===== src/rtl/ultrasonic_pkg.sv =====
// Shared definitions for the ultrasonic scan controller: FSM encoding,
// echo-time to distance scaling and the distance saturation limit.
package ultrasonic_pkg;

    typedef enum logic [2:0] {
        ST_IDLE      = 3'd0,
        ST_TRIG      = 3'd1,
        ST_WAIT_RISE = 3'd2,
        ST_MEASURE   = 3'd3,
        ST_HOLDOFF   = 3'd4
    } scan_state_e;

    localparam int unsigned DIST_MUL    = 11;
    localparam int unsigned DIST_SHIFT  = 6;
    localparam int unsigned DIST_SAT_MM = 9999;
    localparam int unsigned US_CNT_W    = 20;

    // Round-trip echo time (us) to one-way distance (mm), ~0.1715 mm/us.
    function automatic logic [15:0] us_to_mm(input logic [US_CNT_W-1:0] echo_us);
        logic [23:0] prod;
        prod = (24'(echo_us) * 24'(DIST_MUL)) >> DIST_SHIFT;
        if (prod > 24'(DIST_SAT_MM)) begin
            return 16'(DIST_SAT_MM);
        end else begin
            return prod[15:0];
        end
    endfunction

endpackage


===== src/rtl/us_echo_timer.sv =====
// Microsecond prescaler plus a us counter that flags when it reaches a limit.
// clr restarts both the prescaler and the count.
module us_echo_timer
    import ultrasonic_pkg::*;
#(
    parameter int unsigned CLK_FREQ = 50_000_000
) (
    input  logic                clk,
    input  logic                rst_n,
    input  logic                clr,
    input  logic [US_CNT_W-1:0] limit,
    output logic [US_CNT_W-1:0] count_next,
    output logic                expire
);

    localparam int unsigned PRESC = (CLK_FREQ / 1_000_000 > 0) ? CLK_FREQ / 1_000_000 : 1;
    localparam int          PW    = (PRESC > 1) ? $clog2(PRESC) : 1;

    logic [PW-1:0]       presc_q, presc_d;
    logic [US_CNT_W-1:0] count_q, count_d;
    logic                tick_s;

    // Tick generation and count; expire includes the tick of the current cycle.
    always_comb begin
        tick_s     = (presc_q == PW'(PRESC - 1));
        presc_d    = tick_s ? {PW{1'b0}} : presc_q + PW'(1);
        count_next = (tick_s && (count_q < limit)) ? count_q + 20'd1 : count_q;
        expire     = tick_s && (count_next >= limit);
        if (clr) begin
            presc_d = {PW{1'b0}};
            count_d = {US_CNT_W{1'b0}};
        end else begin
            count_d = count_next;
        end
    end

    // Timer state registers.
    always_ff @(posedge clk) begin
        if (!rst_n) begin
            presc_q <= {PW{1'b0}};
            count_q <= {US_CNT_W{1'b0}};
        end else begin
            presc_q <= presc_d;
            count_q <= count_d;
        end
    end

endmodule


===== src/rtl/us_scan_ctrl.sv =====
// Round-robin scanner for up to four ultrasonic rangers: trigger one sensor,
// time its echo, report distance or timeout, then hold off before the next.
module us_scan_ctrl
    import ultrasonic_pkg::*;
#(
    parameter int unsigned CLK_FREQ   = 50_000_000,
    parameter int unsigned TRIG_US    = 10,
    parameter int unsigned TIMEOUT_MS = 30,
    parameter int unsigned HOLDOFF_MS = 60
) (
    input  logic        clk,
    input  logic        rst_n,
    input  logic        enable,
    input  logic [3:0]  sensor_en,
    input  logic [3:0]  echo,
    output logic [3:0]  trig,
    output logic [15:0] dist_mm,
    output logic [1:0]  dist_id,
    output logic        dist_valid,
    output logic        timeout,
    output logic        busy
);

    localparam logic [US_CNT_W-1:0] TRIG_TICKS    = US_CNT_W'(TRIG_US);
    localparam logic [US_CNT_W-1:0] TIMEOUT_TICKS = US_CNT_W'(TIMEOUT_MS * 1000);
    localparam logic [US_CNT_W-1:0] HOLDOFF_TICKS = US_CNT_W'(HOLDOFF_MS * 1000);

    scan_state_e         state_q, state_d;
    logic [1:0]          sel_q, sel_d, last_q, last_d;
    logic                armed_q, armed_d;
    logic [3:0]          echo_meta_q, echo_sync_q;
    logic [3:0]          trig_q, trig_d;
    logic [15:0]         dist_mm_q, dist_mm_d;
    logic [1:0]          dist_id_q, dist_id_d;
    logic                dist_valid_q, dist_valid_d;
    logic                timeout_q, timeout_d;
    logic                busy_q, busy_d;
    logic                echo_s, start_ok_s, clr_s, expire_s;
    logic [US_CNT_W-1:0] limit_s, count_next_s;

    // Nearest enabled sensor after 'last', wrapping; returns 'last' if it is the only one.
    function automatic logic [1:0] rr_next(input logic [1:0] last, input logic [3:0] mask);
        logic [1:0] idx;
        rr_next = last;
        for (int i = 4; i >= 1; i--) begin
            idx = last + 2'(i);
            if (mask[idx]) begin
                rr_next = idx;
            end else begin
                rr_next = rr_next;
            end
        end
    endfunction

    us_echo_timer #(.CLK_FREQ(CLK_FREQ)) u_timer (
        .clk        (clk),
        .rst_n      (rst_n),
        .clr        (clr_s),
        .limit      (limit_s),
        .count_next (count_next_s),
        .expire     (expire_s)
    );

    assign echo_s     = echo_sync_q[sel_q];
    assign start_ok_s = enable && (sensor_en != 4'd0);

    // Next-state and output decode.
    always_comb begin
        state_d      = state_q;
        sel_d        = sel_q;
        last_d       = last_q;
        armed_d      = armed_q;
        dist_mm_d    = dist_mm_q;
        dist_id_d    = dist_id_q;
        dist_valid_d = 1'b0;
        timeout_d    = 1'b0;
        limit_s      = TIMEOUT_TICKS;
        case (state_q)
            ST_IDLE: begin
                if (start_ok_s) begin
                    sel_d   = rr_next(last_q, sensor_en);
                    last_d  = sel_d;
                    state_d = ST_TRIG;
                end else begin
                    state_d = ST_IDLE;
                end
            end
            ST_TRIG: begin
                limit_s = TRIG_TICKS;
                armed_d = 1'b0;
                if (expire_s) begin
                    state_d = ST_WAIT_RISE;
                end else begin
                    state_d = ST_TRIG;
                end
            end
            // A rise only counts once the line has been seen low in this state.
            ST_WAIT_RISE: begin
                armed_d = armed_q | ~echo_s;
                if (armed_q && echo_s) begin
                    state_d = ST_MEASURE;
                end else if (expire_s) begin
                    timeout_d = 1'b1;
                    dist_id_d = sel_q;
                    state_d   = ST_HOLDOFF;
                end else begin
                    state_d = ST_WAIT_RISE;
                end
            end
            ST_MEASURE: begin
                if (!echo_s) begin
                    dist_valid_d = 1'b1;
                    dist_mm_d    = us_to_mm(count_next_s);
                    dist_id_d    = sel_q;
                    state_d      = ST_HOLDOFF;
                end else if (expire_s) begin
                    timeout_d = 1'b1;
                    dist_id_d = sel_q;
                    state_d   = ST_HOLDOFF;
                end else begin
                    state_d = ST_MEASURE;
                end
            end
            ST_HOLDOFF: begin
                limit_s = HOLDOFF_TICKS;
                if (expire_s && start_ok_s) begin
                    sel_d   = rr_next(last_q, sensor_en);
                    last_d  = sel_d;
                    state_d = ST_TRIG;
                end else if (expire_s) begin
                    state_d = ST_IDLE;
                end else begin
                    state_d = ST_HOLDOFF;
                end
            end
            default: begin
                state_d = ST_IDLE;
            end
        endcase
        clr_s  = (state_d != state_q);
        trig_d = (state_d == ST_TRIG) ? (4'b0001 << sel_d) : 4'b0000;
        busy_d = (state_d != ST_IDLE);
    end

    // State, synchroniser and output registers.
    always_ff @(posedge clk) begin
        if (!rst_n) begin
            state_q      <= ST_IDLE;
            sel_q        <= 2'd3;
            last_q       <= 2'd3;
            armed_q      <= 1'b0;
            echo_meta_q  <= 4'd0;
            echo_sync_q  <= 4'd0;
            trig_q       <= 4'd0;
            dist_mm_q    <= 16'd0;
            dist_id_q    <= 2'd0;
            dist_valid_q <= 1'b0;
            timeout_q    <= 1'b0;
            busy_q       <= 1'b0;
        end else begin
            state_q      <= state_d;
            sel_q        <= sel_d;
            last_q       <= last_d;
            armed_q      <= armed_d;
            echo_meta_q  <= echo;
            echo_sync_q  <= echo_meta_q;
            trig_q       <= trig_d;
            dist_mm_q    <= dist_mm_d;
            dist_id_q    <= dist_id_d;
            dist_valid_q <= dist_valid_d;
            timeout_q    <= timeout_d;
            busy_q       <= busy_d;
        end
    end

    assign trig       = trig_q;
    assign dist_mm    = dist_mm_q;
    assign dist_id    = dist_id_q;
    assign dist_valid = dist_valid_q;
    assign timeout    = timeout_q;
    assign busy       = busy_q;

endmodule

===== config.mk =====
export PLATFORM = sky130hd
export DESIGN_NAME = us_scan_ctrl
export DESIGN_NICKNAME = d
export VERILOG_FILES = /design/src/rtl/ultrasonic_pkg.sv /design/src/rtl/us_echo_timer.sv /design/src/rtl/us_scan_ctrl.sv
export SDC_FILE = /design/constraint.sdc
export NUM_CORES = 1
export LEC_CHECK = 0
export BUFFER_PORTS_ARGS = -buffer_cell sky130_fd_sc_hd__buf_2
export CAP_MARGIN = 20
export CELL_PAD_IN_SITES_DETAIL_PLACEMENT = 2
export CELL_PAD_IN_SITES_GLOBAL_PLACEMENT = 2
export CORE_UTILIZATION = 38
export DETAILED_ROUTE_END_ITERATION = 6
export PLACE_DENSITY_LB_ADDON = 0.1
export REMOVE_ABC_BUFFERS = 1
export SYNTH_ARGS = -nofsm -noshare
export SYNTH_HDL_FRONTEND = slang
export SYNTH_SLANG_ARGS = --single-unit

===== constraint.sdc =====
create_clock -name clk -period 7.3 [get_ports clk]
set_input_delay 1.46 -clock clk [delete_from_list [all_inputs] [get_ports clk]]
set_output_delay 1.46 -clock clk [all_outputs]
set_load 0.005 [all_outputs]

==> summary.txt, run 1 <==
Timing
  – Clk_skew: 0.00543 ns
  – Final Cycle Share: 95.3%
  – Hold Vio Cnt, Final: 0
  – # setup viols final: 0
  – Tmin final: 6.96 ns
  – Worst slew margin relative to its limit: 53.7%
  – Fin. max-slew vios: 0
  – Fmax: 144 MHz
  – Worst Tran Pin Value: 0.695 ns

Detailed routing
  – DRT antenna net count: 0
  – Avg Vias per Cell: 5.73
  – # DRC: 0
  – Routed WL per cell: 20.6 µm
  – Final wirelength: 20400 µm
  – Iter 0 DRT Violations: 263
  – Initial DRT Pass Iterations: 4
  – Total number of vias: 5683

Yosys
  – Mean Syn Cell Area: 8.28 µm²
  – Asr flop ratio synth: 0%
  – Top cells by area, synth: dfxtp_1 (22%), ha_1 (14%), fa_1 (5.0%), inv_1 (5.0%), nor2_1 (3.3%)
  – Cells after synthesis: 731
  – Number of synthesized flops with an enable pin: 0
  – Area share of the largest cell type after synthesis: 22.2%
  – Register area share after synthesis: 22.2%
  – Ys flop type: dfxtp_1
  – Yosys warns: 0
  – Cell variety after synth: 83
  – Seq cells post-synth: 67
  – Mapped Area: 6050 µm²
  – Leading area contributor after synthesis: dfxtp_1

Final layout
  – Fin area: 6940 µm²
  – Commonest non-fill, non-tap cell in the layout: inv_1
  – Final nets: 868
  – Finished Layout Cells: 991
  – ANT cells: 0
  – Layout cell share with drive strength beyond 1: 16.5%
  – Most frequent cells in the layout: inv_1 (80), ha_1 (67), dfxtp_1 (66)
  – Synthesis-to-layout area growth: 14.6%

Global route
  – Final global-route overflow total: 0
  – Global-route wire length before repair: 32100 µm
  – Pin count of the biggest net entering global routing: 38
  – Vias in the first global route: 6086
  – Total GRT Usage: 25.1%
  – Initial antenna violation count: 0

Clock network
  – CTS tree: done
  – Reg clk slew, reported paths: 0.06 ns
  – CTS Buf Count: 9
  – Clk sink count: 67
  – # hold bufs at CTS: 0
  – Max clock buf depth: 2
  – Max H-tree Level: 3
  – Worst-Skew Late Latency: 0.34 ns
  – Root Buffer: clkbuf_16

Power and ir drop
  – Static Leak: 3.50 nW
  – Switch share: 26.9%
  – Gate power share: 9.3%
  – P_int: 679 µW
  – Pwr per Cell Area: 134 nW/µm²
  – Max VDD drop: 115 µV
  – NetSw: 250 µW
  – Clk pwr share: 49.3%
  – Seq pwr share: 41.4%

Worst setup path
  – CP required: 7.59 ns
  – Worst setup SP type: flop
  – Arr. time, crit path: 7.24 ns
  – CP Max Fanout: 11
  – Slowest cell on crit path: fa_1
  – CP Class: flop to flop
  – Crit path largest cell delay: 0.50 ns
  – FF-to-FF setup slack: 0.34 ns
  – CP endpoint kind: flop

Worst hold path
  – Worst Hold Class: flop to flop

Placed design
  – DP HPWL: 16000 µm
  – Placed Cells: 968
  – Port bufs: 35
  – Post-DP Area: 6500 µm²
  – Routability Congestion: 0.864

Flow run
  – Max cap viols: 0

Floorplanning
  – Die W: 128 µm
  – Num rows: 45
  – Core area: 15400 µm²
  – DIE AREA: 16400 µm²
  – DIE HEIGHT: 128 µm
  – I/O pin total: 36
  – Initial Utilization: 39.4%

Run status
  – Outcome: completed
-- per-layer routing --
metal | routed length, µm | global-route usage (%) | vias to the layer above | part of all wire, %
met2 | 10200 | 43.4 | 101 | 50
li1 | - | - | 2694 | -
met1 | 9160 | 32.2 | 2865 | 45
met3 | 678 | 4.47 | 23 | 3.3
met4 | 349 | 6.37 | 0 | 1.7
met5 | 0 | 0 | - | 0
-- worst paths after layout --
kind,from,to,cells after the start
max,state_q[1],dist_mm[7],28
min,echo_meta_q[1],echo_sync_q[1],1
max reg2reg,state_q[1],dist_mm[7],28
min reg2reg,echo_meta_q[1],echo_sync_q[1],1
-- metrics by stage --
step / util, % / total power [mW] / TNS, ns / setup WS, ns / hold WS, ns
after floorplan: - / 0.443 / 0 / 0.484 / 0.412
after global placement: 42.3 / 0.471 / 0 / 0.178 / 0.424
after detailed placement: 42.3 / 0.478 / -0.00433 / -0.00220 / 0.427
after CTS: 44.3 / 0.939 / 0 / 0.0347 / 0.446
after global routing: 45.1 / 0.963 / -0.261 / -0.0451 / 0.451
final: 45.1 / 0.929 / 0 / 0.344 / 0.439
-- power by group through the flow --
stage	logic (mW)	registers [mW]	clock network [mW]
2_1_floorplan	0.0519	0.391	0
4_1_cts	0.0870	0.384	0.468
3_3_place_gp	0.0796	0.391	0
5_1_grt	0.0958	0.385	0.482
3_5_place_dp	0.0854	0.392	0
6_report	0.0868	0.384	0.458
-- registers in the layout, indices dropped and copies added, names as in the netlist --
name / count
u_timer.count_q: 20
dist_mm: 16
u_timer.presc_q: 6
echo_meta_q: 4
echo_sync_q: 4
trig: 4
state_q: 3
dist_id: 2
last_q: 2
sel_q: 2
armed_q: 1
busy: 1
dist_valid: 1
timeout: 1
-- cell families after synthesis --
| logic type | after synthesis | share of synthesized area, % |
|---|---|---|
| and+or+nand+nor | 244 | 21.7 |
| AOI/OAI and AO/OA | 179 | 22.3 |
| buffers and inverters | 115 | 8.23 |
| adders and majority gates | 82 | 18.8 |
| DFF | 67 | 22.2 |
| xor gates and xnor gates | 31 | 4.49 |
| muxes | 13 | 2.29 |
-- cell type report --
type / instances / area, µm²
flip-flops and latches: 67 / 1340
well taps: 211 / 264
inverters: 81 / 317
fillers: 1717 / 8430
clock inverters: 7 / 83.8
repair buffers: 67 / 415
multi-input cells: 549 / 4290
clock buffers: 9 / 225
-- synth_stat cells (7+ instances only) --
cell type and instances:
o21a_1 9, o21ai_0 28, xor2_1 17, mux2i_1 8, a21oi_1 29, fa_1 15
and3_1 10, nand3_1 23, inv_1 80, a31oi_1 9, and2_1 20, nor2_1 53
ha_1 67, a21o_1 18, clkbuf_1 23, nand2b_1 7, nand2_1 47, xnor2_1 14
dfxtp_1 67, nor3_1 20, a211oi_1 11, nor2b_1 12, nand4_1 16
-- critical path, delay by kind of cell, from the launching register on --
kind | cells | cell delay, ns
AO/OA/AOI/OAI | 13 | 2.91
buffers and inverters | 4 | 0.39
XOR/XNOR | 1 | 0.19
flip-flops | 1 | 0.37
adder cells (fa/ha/maj) | 4 | 1.44
AND/OR/NAND/NOR | 6 | 1.59
-- timing repair --
action | in CTS | in global routing
resized for setup | 1 | 20
setup buffers | 0 | 7
pin swaps | 0 | 6
setup endpoints to repair | 11 | 14
(Power assumes the default switching activity.)
==> inputs of run 2 (changes only) <==
- CORE_ASPECT_RATIO: unset -> 0.8
==> run 2 against run 1 <==
Net effect: sequential power barely moved; power grew 0.64%; register-to-register slack got worse by 0.04 ns; combinational power fell by 0.6%; largest power group unchanged; via count decreased by 1.8%; worst hold slack improved by 0.0014 ns; die area hardly changed; clock power up 2%; sequential cell count unchanged; maximum frequency fell by 0.61%; largest cell class unchanged; clock-buffer cell count increased by 1.
==> summary.txt, run 2 (same netlist as run 1, synthesis figures left out) <==
Clock network
  – Reg clk slew, reported paths: 0.06 ns (about the same)
  – Worst-Skew Late Latency: 0.35 ns (about the same)
  – CTS Buf Count: 9 (unchanged)
  – Root Buffer: clkbuf_16
  – # hold bufs at CTS: 0 (unchanged)
  – CTS tree: done
  – Max H-tree Level: 3 (unchanged)
  – Clk sink count: 67 (unchanged)
  – Max clock buf depth: 2 (unchanged)

Detailed routing
  – Met2 wire length: 9750 µm (-4.4%)
  – Total number of vias: 5579 (-1.8%)
  – DR top layer: met4
  – Met3 WL post-DR: 602 µm (-11%)
  – # DRC: 0 (unchanged)
  – Met1 WL: 9840 µm (+7.5%)
  – Final wirelength: 20400 µm (+0.22%)
  – Avg Vias per Cell: 5.64 (-1.6%)
  – DRT antenna net count: 0 (unchanged)
  – Initial DRT Pass Iterations: 4 (unchanged)
  – Routed WL per cell: 20.7 µm (+0.42%)
  – Iter 0 DRT Violations: 308 (+17%)

Floorplanning
  – DIE AREA: 16400 µm² (about the same)
  – Die W: 143 µm (+12%)
  – Core area: 15300 µm² (-0.69%)
  – I/O pin total: 36 (unchanged)
  – DIE HEIGHT: 115 µm (-10%)
  – Initial Utilization: 39.7% (+0.27 points)
  – Num rows: 40 (-11%)

Final layout
  – Most frequent cells in the layout: inv_1 (80), ha_1 (66), dfxtp_1 (66)
  – Max reg flops: 20 (unchanged)
  – ANT cells: 0 (unchanged)
  – Reg with most FFs: u_timer.count_q
  – Commonest non-fill, non-tap cell in the layout: inv_1
  – Final core area utilization: 45.3% (+0.21 points)
  – Final nets: 867 (-0.12%)
  – Synthesis-to-layout area growth: 14.3%
  – Layout cell share with drive strength beyond 1: 16.2% (-0.36 points)

Worst setup path
  – CP endpoint kind: flop
  – CP Max Fanout: 10 (-1)
  – Arr. time, crit path: 7.23 ns (about the same)
  – Slowest cell on crit path: fa_1
  – FF-to-FF setup slack: 0.30 ns (-0.04 ns)
  – CP required: 7.53 ns (-0.06 ns)
  – Crit. Startpoint: state_q[1]
  – Critical Path Most Common Cell: buf_4
  – Reg2Reg Capture Point: dist_mm[6]
  – Worst r2r src: state_q[1]
  – R2R cell count: 29 (+3.6%)
  – Crit path largest cell delay: 0.48 ns (-0.02 ns)
  – CP Class: flop to flop
  – Worst setup SP type: flop

Timing
  – # setup viols final: 0 (unchanged)
  – Tmin final: 7.00 ns (+0.0426 ns)
  – Fin worst setup slack: 0.301 ns (-0.0426 ns)
  – Worst slew margin relative to its limit: 51.9% (-1.7 points)
  – Clk_skew: 0.00925 ns (+0.00381 ns)
  – Final Cycle Share: 95.9% (+0.58 points)
  – Worst Tran Pin Value: 0.721 ns (+0.0256 ns)
  – Hold Vio Cnt, Final: 0 (unchanged)
  – Fin. max-slew vios: 0 (unchanged)
  – Fmax: 143 MHz (-0.61%)

Worst hold path
  – Worst Hold Class: flop to flop
  – Hold path depth: 1 (unchanged)
  – Min-delay src: echo_meta_q[3]
  – Hold EP: echo_sync_q[3]

Global route
  – Pin count of the biggest net entering global routing: 38 (unchanged)
  – Vias in the first global route: 6085 (-0.016%)
  – Global-route wire length before repair: 33400 µm (+4.3%)
  – Initial antenna violation count: 0 (unchanged)
  – Final global-route overflow total: 0 (unchanged)
  – Total GRT Usage: 26.5% (+1.3 points)

Placed design
  – Routability Congestion: 0.913 (+5.6%)
  – Port bufs: 35 (unchanged)
  – DP HPWL: 15900 µm (-0.24%)
  – Dpl ws: 0.0873 ns (+0.0895 ns)

Power and ir drop
  – Pwr per Cell Area: 135 nW/µm² (+0.88%)
  – Max VDD drop: 105 µV (-9.1%)
  – Static Leak: 3.47 nW (-0.86%)

Flow run
  – Max cap viols: 0 (unchanged)

Run status
  – Outcome: completed
run 2: layout make-up:
type / count / area, µm²
clock buffers: 10 / 239
clock inverters: 6 / 72.6
fillers: 1703 / 8340
inverters: 81 / 317
multi-input cells: 549 / 4280
flip-flops and latches: 67 / 1340
well taps: 210 / 263
repair buffers: 66 / 408
run 2: how the worst max path moves through the flow:
stage                             end  depth (start not counted)
final                      dist_mm[6]                         29
after global routing       dist_mm[6]                         29
after CTS                  dist_mm[6]                         28
after detailed placement   dist_mm[6]                         29
after global placement     dist_mm[4]                         29
after floorplan           dist_mm[10]                         27
run 2: where the power goes:
| part | switching (mW) | internal (mW) | total [mW] |
|---|---|---|---|
| logic | 0.0555 | 0.0308 | 0.0863 |
| registers | 0.00838 | 0.375 | 0.384 |
| clock network | 0.188 | 0.277 | 0.465 |
run 2: timing repair:
item | 4_1_cts | 5_1_grt
endpoints found under the setup margin | 2 | 14
setup buffers | 0 | 1
gates resized for setup | 1 | 14
gates cloned | 0 | 0
pin swaps | 0 | 2
endpoints found under the hold margin | 0 | 0
run 2: layer usage:
| metal | vias to the layer above | global-route usage, % |
|---|---|---|
| li1 | 2693 | - |
| met1 | 2805 | 35.6 |
| met2 | 66 | 45.2 |
| met3 | 15 | 3.92 |
| met4 | 0 | 5.02 |
| met5 | - | 0 |
run 2: metrics by stage:
step / hold slack [ns] / TNS [ns] / cell area (µm²) / total power, mW / std cells
floorplan: 0.412 / 0 / 5870 / 0.443 / 697
finish: 0.440 / 0 / 6920 / 0.935 / 989
detailed placement: 0.424 / 0 / 6540 / 0.475 / 972
global placement: 0.413 / 0 / 6540 / 0.468 / 972
CTS: 0.443 / 0 / 6850 / 0.944 / 988
global route: 0.448 / -0.0856 / 6920 / 0.967 / 989
run 2: critical path, delay by kind of cell (launching register included):
| kind | cells | cell delay [ns] |
|---|---|---|
| fa+ha+maj | 4 | 1.38 |
| compound gates | 9 | 1.88 |
| buf+inv | 6 | 0.87 |
| mux | 1 | 0.27 |
| simple gates | 8 | 1.80 |
| xor+xnor | 1 | 0.28 |
| flops | 1 | 0.37 |
==> inputs of run 3 (changes only) <==
- CORE_UTILIZATION: 38 -> 40
- clock period: 7.3 -> 8.3 ns (I/O delays scaled with it)
==> run 3 against run 2 <==
Net effect: non-clock buffer count decreased by 20; critical path depth decreased by 2; worst hold slack improved by 0.0032 ns; via count increased by 0.56%; worst setup slack improved by 0.33 ns; power decreased by 17%; routed wire length decreased by 2.9%; maximum frequency decreased by 8.7%; sequential share of layout area increased by 0.74 points; highest routed layer unchanged; design area decreased by 3.8%; clock-buffer cell count unchanged; utilization increased by 0.47 points.
==> summary.txt, run 3 (same netlist as run 1, synthesis figures left out) <==
Floorplanning
  – Initial Utilization: 41.6% (+2.0 points)
  – I/O pin total: 36 (unchanged)
  – Die W: 140 µm (-2.5%)
  – DIE AREA: 15600 µm² (-4.9%)
  – DIE HEIGHT: 112 µm (-2.5%)
  – Num rows: 39 (-2.5%)
  – Core area: 14500 µm² (-4.7%)

Final layout
  – Synthesis-to-layout area growth: 10.0%
  – Most frequent cells in the layout: inv_1 (80), ha_1 (67), dfxtp_1 (67)
  – Finished Layout Cells: 943 (-4.7%)
  – ANT cells: 0 (unchanged)
  – Commonest non-fill, non-tap cell in the layout: inv_1
  – Layout cell share with drive strength beyond 1: 12.9% (-3.3 points)
  – Max reg flops: 20 (unchanged)
  – Fin area: 6660 µm² (-3.8%)
  – Final core area utilization: 45.8% (+0.47 points)
  – # fillers: 1676 (-1.6%)
  – Reg with most FFs: u_timer.count_q
  – Final nets: 847 (-2.3%)

Global route
  – Global-route wire length before repair: 32800 µm (-1.7%)
  – Vias in the first global route: 6111 (+0.43%)
  – Total GRT Usage: 26.7% (+0.23 points)
  – GRT Max-Usage Layer: met2
  – Initial antenna violation count: 0 (unchanged)
  – Met2 GRT Util: 45.8% (+0.56 points)
  – Final global-route overflow total: 0 (unchanged)
  – Pin count of the biggest net entering global routing: 38 (unchanged)
  – Met3 Usage GRT: 4.14% (+0.22 points)
  – GR Util met1: 35.0% (-0.60 points)

Power and ir drop
  – NetSw: 216 µW (-14%)
  – Gate power share: 9.1% (about the same)
  – Clk pwr share: 47.3% (-2.4 points)
  – P_int: 562 µW (-18%)
  – Switch share: 27.8% (+0.85 points)
  – Max VDD drop: 105 µV (+0.51%)
  – Pwr per Cell Area: 117 nW/µm² (-14%)
  – Total Power: 778 µW (-17%)
  – Seq pwr share: 43.6% (+2.5 points)
  – Static Leak: 3.36 nW (-3.1%)

Timing
  – Min Hold Slack: 0.443 ns (+0.00321 ns)
  – Unrepaired setup endpoints after global routing: no
  – Final Cycle Share: 92.3% (-3.5 points)
  – Fin. max-slew vios: 0 (unchanged)
  – # setup viols final: 0 (unchanged)
  – Tmin final: 7.66 ns (+0.666 ns)
  – Worst Tran Pin Value: 0.746 ns (+0.0254 ns)
  – Fmax: 130 MHz (-8.7%)
  – Worst slew margin relative to its limit: 49.9% (-2.1 points)
  – Clk_skew: 0.00951 ns (+0.000262 ns)
  – Hold Vio Cnt, Final: 0 (unchanged)
  – Fin worst setup slack: 0.636 ns (+0.334 ns)
  – Aggregate negative setup slack: 0 ns (unchanged)

Worst setup path
  – CP Max Fanout: 12 (+2)
  – Worst setup SP type: flop
  – CP required: 8.58 ns (+1.05 ns)
  – CP Class: flop to flop
  – CP endpoint kind: flop
  – Arr. time, crit path: 7.94 ns (+0.71 ns)
  – R2R cell count: 27 (-6.9%)

Clock network
  – Reg clk slew, reported paths: 0.06 ns (about the same)
  – Root Buffer: clkbuf_16
  – Setup Fix Bufs, Post-CTS: 0 (unchanged)
  – Max H-tree Level: 3 (unchanged)
  – Post-CTS sizing: 0 (-1)
  – CTS Buf Count: 9 (unchanged)
  – CTS tree: done
  – Clk sink count: 67 (unchanged)
  – Max clock buf depth: 2 (unchanged)
  – Worst-Skew Late Latency: 0.35 ns (about the same)
  – # hold bufs at CTS: 0 (unchanged)

Worst hold path
  – Worst Hold Class: flop to flop
  – Hold path depth: 1 (unchanged)

Detailed routing
  – Final wirelength: 19800 µm (-2.9%)
  – Avg Vias per Cell: 5.95 (+5.5%)
  – Iter 0 DRT Violations: 241 (-22%)
  – DRT antenna net count: 0 (unchanged)
  – Total number of vias: 5610 (+0.56%)
  – Routed WL per cell: 21.0 µm (+1.9%)
  – # DRC: 0 (unchanged)
  – Initial DRT Pass Iterations: 4 (unchanged)

Flow run
  – Max cap viols: 0 (unchanged)

Placed design
  – Placed Cells: 927 (-4.6%)
  – Dpl ws: 0.208 ns (+0.121 ns)
  – Routability Congestion: 0.877 (-4.0%)
  – Port bufs: 35 (unchanged)
  – DP HPWL: 15600 µm (-2.3%)
  – Post-DP Area: 6360 µm² (-2.7%)

Run status
  – Outcome: completed
-- run 3: worst paths after layout --
kind                   from  slack (ns)        endpoint
max reg2reg      state_q[0]        0.64      dist_mm[7]
max              state_q[0]        0.64      dist_mm[7]
min          echo_meta_q[1]        0.44  echo_sync_q[1]
min reg2reg  echo_meta_q[1]        0.44  echo_sync_q[1]
-- run 3: worst max-delay path, cell delays in order, from the launching register on --
cell and delay, ns:
dfxtp_1 0.54, or3b_1 0.46, nand2_2 0.20, ha_1 0.29
a21oi_1 0.18, a21boi_0 0.19, a311o_1 0.37, a21oi_4 0.31
nand4_1 0.22, nor2_1 0.15, nand4_1 0.20, xor2_2 0.31
inv_1 0.11, ha_1 0.30, inv_1 0.05, fa_1 0.50
inv_1 0.04, ha_1 0.46, a21oi_2 0.39, o21bai_1 0.18
a211oi_1 0.38, o31ai_2 0.18, a221o_1 0.34, a21oi_1 0.16
o2111ai_1 0.16, nor3_2 0.32, o21a_2 0.34, a32o_1 0.23
-- run 3: metal layers --
metal	vias to the layer above	wire length, µm
met4	0	321
met2	96	9500
met5	-	0
li1	2653	-
met1	2835	9370
met3	26	656
-- run 3: power groups by stage --
stage          Sequential, mW  Combinational, mW  Clock (mW)
3_3_place_gp            0.345             0.0660           0
5_1_grt                 0.340             0.0801       0.386
3_5_place_dp            0.346             0.0707           0
6_report                0.339             0.0710       0.368
4_1_cts                 0.339             0.0717       0.375
2_1_floorplan           0.344             0.0457           0
-- run 3: cell type report --
class | count | area, µm² | area share, %
multi-input combinational | 549 | 4240 | 63.6
sequential | 67 | 1340 | 20.1
clock buffer | 10 | 229 | 3.44
timing repair buffer | 46 | 258 | 3.87
tap | 184 | 230 | 3.46
inverter | 81 | 317 | 4.75
clock inverter | 6 | 50.0 | 0.751
